`config.mk`:
```
export PLATFORM = sky130hd
export DESIGN_NAME = inst_rr_scheduler
export DESIGN_NICKNAME = d
export VERILOG_FILES = /design/src/rtl/inst_rr_scheduler.sv
export SDC_FILE = /design/constraint.sdc
export NUM_CORES = 1
export LEC_CHECK = 0
export CAP_MARGIN = 20
export CORE_MARGIN = 5
export CORE_UTILIZATION = 51
export CTS_CLUSTER_DIAMETER = 50
export DETAILED_ROUTE_END_ITERATION = 16
export MAX_ROUTING_LAYER = met4
export PLACE_DENSITY = 0.81
export REMOVE_ABC_BUFFERS = 1
export SETUP_SLACK_MARGIN = 0.2
export SYNTH_ARGS = -nofsm -noshare
export SYNTH_HDL_FRONTEND = slang
export SYNTH_SLANG_ARGS = --single-unit
```
`constraint.sdc`:
```
create_clock -name clk -period 7.3 [get_ports clk]
set_input_delay 1.095 -clock clk [delete_from_list [all_inputs] [get_ports clk]]
set_output_delay 1.095 -clock clk [all_outputs]
set_load 0.01 [all_outputs]
```
`src/rtl/inst_rr_scheduler.sv`:
```
// ----------------------------------------------------------------------------
// inst_rr_scheduler
//
// Round-robin scheduler that shares one execution slot among N sibling
// instances. A requester gets an exclusive one-hot grant and keeps it until
// it pulses its own done bit, or, when the watchdog is built in, until the
// grant has lasted TMO_CYC cycles. After every grant the scheduler spends
// one cycle in IDLE. The released holder then becomes the lowest priority.
//
// Optional feature macro: WATCHDOG_EN
//   defined   : the grant-length counter, forced release and tmo pulse exist
//   undefined : no counter logic; a grant ends only on done; tmo is tied to 0
//
// Parameters:
//   N       - number of requesting instances (2..16)
//   TMO_W   - width of the watchdog counter
//   TMO_CYC - grant cycles before forced release (TMO_CYC-1 must fit TMO_W)
//
// Ports:
//   clk    in   1          single clock, rising edge
//   rst_n  in   1          asynchronous active-low reset
//   req    in   N          per-instance request level
//   done   in   N          per-instance completion pulse (holder's bit only)
//   gnt    out  N          registered one-hot grant, zero when idle
//   gnt_id out  clog2(N)   index of the current holder, 0 when idle
//   busy   out  1          high while a grant is asserted
//   tmo    out  1          one-cycle pulse on a forced release
// ----------------------------------------------------------------------------
module inst_rr_scheduler #(
    parameter int N       = 5,
    parameter int TMO_W   = 8,
    parameter int TMO_CYC = 200
) (
    input  logic                 clk,
    input  logic                 rst_n,
    input  logic [N-1:0]         req,
    input  logic [N-1:0]         done,
    output logic [N-1:0]         gnt,
    output logic [$clog2(N)-1:0] gnt_id,
    output logic                 busy,
    output logic                 tmo
);

    localparam int             IDW     = $clog2(N);
    localparam logic [IDW-1:0] LAST_ID = IDW'(N - 1);
    localparam logic [N-1:0]   ONE     = N'(1);

    // Elaboration-time sanity checks on the configuration.
    if (N < 2 || N > 16) begin : g_chk_n
        $error("inst_rr_scheduler: N must lie in 2..16");
    end
    if (TMO_CYC < 1 || TMO_CYC > (1 << TMO_W)) begin : g_chk_tmo
        $error("inst_rr_scheduler: TMO_CYC must be >= 1 and TMO_CYC-1 must fit TMO_W");
    end

    typedef enum logic {
        IDLE  = 1'b0,
        GRANT = 1'b1
    } state_t;

    state_t         state;
    logic [IDW-1:0] ptr;        // highest-priority index for the next pick
    logic           sel_valid;
    logic [IDW-1:0] sel_id;
    logic [IDW-1:0] next_ptr;
    logic           holder_done;

    // ------------------------------------------------------------------
    // Request selection: every candidate gets its distance from ptr in
    // the circular scan ptr, ptr+1, ..., N-1, 0, ..., ptr-1; the requesting
    // candidate with the smallest distance wins. Looping over constant
    // candidate indices keeps every bit select static.
    // ------------------------------------------------------------------
    always_comb begin
        int off;
        int best;
        off       = 0;
        best      = N;
        sel_valid = 1'b0;
        sel_id    = '0;
        for (int c = 0; c < N; c++) begin
            if (c >= int'(ptr)) begin
                off = c - int'(ptr);
            end else begin
                off = c + N - int'(ptr);
            end
            if (req[c] && (off < best)) begin
                best      = off;
                sel_valid = 1'b1;
                sel_id    = IDW'(c);
            end
        end
    end

    // The holder's done is found by masking with the one-hot grant, which
    // ignores foreign done bits and all done bits while idle (gnt == 0).
    assign holder_done = |(done & gnt);

    // After release the holder drops to lowest priority.
    assign next_ptr = (gnt_id == LAST_ID) ? '0 : gnt_id + 1'b1;

`ifdef WATCHDOG_EN
    localparam logic [TMO_W-1:0] TMO_LAST = TMO_W'(TMO_CYC - 1);

    logic [TMO_W-1:0] wd_cnt;
    logic             wd_expire;

    assign wd_expire = (wd_cnt == TMO_LAST);
`else
    // Without the watchdog a grant can only end on done.
    assign tmo = 1'b0;
`endif

    // ------------------------------------------------------------------
    // Scheduler state machine; all outputs are registered here.
    // ------------------------------------------------------------------
    always_ff @(posedge clk or negedge rst_n) begin
        if (!rst_n) begin
            state  <= IDLE;
            gnt    <= '0;
            gnt_id <= '0;
            busy   <= 1'b0;
            ptr    <= '0;
`ifdef WATCHDOG_EN
            wd_cnt <= '0;
            tmo    <= 1'b0;
`endif
        end else begin
`ifdef WATCHDOG_EN
            tmo <= 1'b0;
`endif
            case (state)
                IDLE: begin
                    if (sel_valid) begin
                        state  <= GRANT;
                        gnt    <= ONE << sel_id;
                        gnt_id <= sel_id;
                        busy   <= 1'b1;
`ifdef WATCHDOG_EN
                        wd_cnt <= '0;
`endif
                    end
                end

                GRANT: begin
                    // done takes precedence over a coincident expiry, so
                    // a simultaneous done/expiry never raises tmo.
                    if (holder_done) begin
                        state  <= IDLE;
                        gnt    <= '0;
                        gnt_id <= '0;
                        busy   <= 1'b0;
                        ptr    <= next_ptr;
                    end
`ifdef WATCHDOG_EN
                    else if (wd_expire) begin
                        state  <= IDLE;
                        gnt    <= '0;
                        gnt_id <= '0;
                        busy   <= 1'b0;
                        ptr    <= next_ptr;
                        tmo    <= 1'b1;
                    end else if (wd_cnt != '1) begin
                        wd_cnt <= wd_cnt + 1'b1;
                    end
`endif
                end

                default: begin
                    state <= IDLE;
                end
            endcase
        end
    end

endmodule

```
==> qor.yml <==
run_status:
  status: "finished clean"
timing:
  setup_tns_ps: 0
  hold_violations: 0
  slew_viol_final: 0
  fin_crit_sh_pct: 91.5
  timing.final.crit_period_ps: 6680
  worst_hold_slack_ps: 523
  max_freq_mhz: 150
  slew_headroom_pct: 60.8
  finClkSkew_ps: 1.74
  rsz0062_at_grt: "no"
  finalSetupViolCount: 0
  max_slew.worst_pin.slew_ps: 586
synth:
  syn_area_per_cell_um2: 8.02
  synth-simple-area-share_pct: 18.1
  synthAdderAreaFrac_pct: 17.7
  netlist_instances: 229
  synth.yosys.seq_area_share_pct: 16.4
  yosys.area.top_type: "ha_1"
  synth_top_family_by_area: "compound AO/OA/AOI/OAI gates"
  yosys_warnings: 0
  yosys.cell_types.count: 60
  netlist_area_um2: 1840
  synthArstFlopShare_pct: 100
  synth.top_cells.by_count: "26 x ha_1, 21 x inv_1, 20 x nand2_1, 17 x a21oi_1, 14 x o21ai_0"
  synth_top_area_share_pct: 17.7
  synthMuxAreaShare_pct: 6.48
  post-synth-top-count-cell: "ha_1"
  ys_ff_latch: 12
  synth_compound_area_share_pct: 32.6
  synth_xor_area_share_pct: 0.954
  synth_ff_type: "dfrtp_1"
  synth_edf_count: 0
  synth_area_leaders: "ha_1 18%, dfrtp_1 16%, a21oi_1 4.6%, inv_1 4.3%, nand2_1 4.1%"
floorplan:
  io_pins: 22
  die_area_um2: 4900
  die_y_um: 70.0
  rows: 21
  initial_utilization_pct: 53.7
  die_x_um: 70.0
  core_region_area_um2: 3420
clocking:
  clockBufferDepth: 2
  path_clk_slew_ps: 80
  htreeDepth: 1
  clk_latency_ps: 280
  cts_made_buffers: 3
  cts_sinks: 12
  cts_root_buf: "clkbuf_4"
  cts_tree: "yes"
critical_path:
  critPathMostFrequentCell: "ha_4"
  critPathMaxStageDelay_ps: 430
  crit_path_end_kind: "flop"
  cp.arrival_ps: 6850
  cp_slowest_cell: "dfrtp_1"
  crit_type: "reg2reg"
  worst_ep_required_time_ps: 7470
  start_kind: "flop"
  crit_path_max_fanout: 12
route:
  wl_per_cell_um: 16.7
  drt.antenna.violating_nets: 0
  drcViolationCount: 0
  first_iter_violations: 131
  vias_per_cell: 6.08
  via_count: 1914
  totalWireLength_um: 5260
  dr.pass1.iters: 4
cells_and_area:
  postLayoutCellArea_um2: 2390
  syn_to_final_growth_pct: 30.1
  antenna_cells: 0
  drive_gt1_share_pct: 23.0
  fin_nets: 308
global_route:
  grt_max_degree: 16
  grt_first_pass_wirelength_um: 8630
  overflow: 0
  track_usage_pct: 21.6
  antenna_found_initial: 0
  grt_pass1_vias: 1866
hold_path:
  hold_path_class: "reg2reg"
run:
  maxCapViolCount: 0
placed_design:
  gp_congestion: 0.925
  placed_cell_area_um2: 2220
  io_buffer_count: 20
  hpwl_um: 4120
-- final cells by class --
| type | count | area [um^2] |
|---|---|---|
| clock buffers | 4 | 36.3 |
| fillers | 286 | 1030 |
| inverters | 22 | 85.1 |
| multi-input cells | 185 | 1510 |
| flip-flops and latches | 12 | 300 |
| well taps | 46 | 57.6 |
| repair buffers | 46 | 398 |
-- worst paths after layout --
kind,start,end,slack (ps),depth (start not counted)
min in group asynchronous,rst_n,ptr[0],1180,1
hold reg to reg,busy,busy,520,2
setup / recovery,ptr[2],gnt_id[1],620,34
max in group asynchronous,rst_n,gnt_id[1],5740,1
hold / removal,busy,busy,520,2
setup reg to reg,ptr[2],gnt_id[1],620,34
-- cell families (layout without fill, tap and decap cells) --
kind of cell	count (synthesis)	count (layout)
compound gates	80	80
xor+xnor	2	2
fa+ha+maj	26	26
buf+inv	32	72
flops	12	12
mux	11	11
other cells	1	1
simple gates	65	65
-- state kept, by name, indices dropped and copies added (netlist names) --
name    count
ptr         3
state       1
busy        1
gnt         4
gnt_id      3
-- metal layers --
metal	wire length, um	GRT usage (%)	vias to the layer above	part of all wire, %
li1	-	-	932	-
met1	2270	27.3	900	43
met2	2530	35.6	71	48
met3	414	4.88	11	7.9
met4	51	3.83	0	0.97
met5	0	-	-	0
-- placed cells by master (no fill, tap or decap), types with 2 or more instances in the layout --
master / synthesis / routed
buf_4: 2 / 26
ha_1: 26 / 21
inv_1: 21 / 19
nand2_1: 20 / 19
clkdlybuf4s50_1: 0 / 19
a21oi_1: 17 / 15
o21ai_0: 14 / 12
nor2_1: 13 / 12
dfrtp_1: 12 / 12
nand3_1: 7 / 7
a31oi_1: 7 / 7
mux2i_1: 7 / 6
a32o_1: 5 / 5
nor2b_1: 5 / 4
ha_4: 0 / 4
a211oi_1: 3 / 3
o21ai_1: 2 / 3
and2_1: 3 / 3
o211ai_1: 3 / 3
o211a_1: 3 / 3
a41oi_1: 3 / 3
clkbuf_4: 0 / 3
and3_1: 3 / 2
inv_2: 1 / 2
a21o_1: 2 / 2
mux2_2: 2 / 2
a311oi_1: 2 / 2
a31o_2: 3 / 2
a21oi_2: 0 / 2
a221o_1: 2 / 2
or2_2: 2 / 2
-- critical path: cells and delay by family (launching register included) --
kind | cells | cell delay [ps]
flops | 1 | 430
simple gates | 8 | 970
mux | 2 | 370
compound gates | 13 | 2780
buf+inv | 6 | 650
fa+ha+maj | 5 | 1370
-- stage by stage --
step	instances	worst slack, ps	util (%)
global route	315	236	69.9
CTS	314	231	66.2
detailed placement	310	-140	65.1
global placement	310	-16.7	65.1
finish	315	618	69.9
floorplan	219	148	-
-- timing repair --
item	in CTS	in global routing
hold buffers	0	0
pin swaps	0	8
setup endpoints to repair	5	9
setup buffers	0	1
resized for setup	1	24
Power is not shown: default switching activity piles up to over one toggle a cycle in this logic, so the estimate is an artifact.
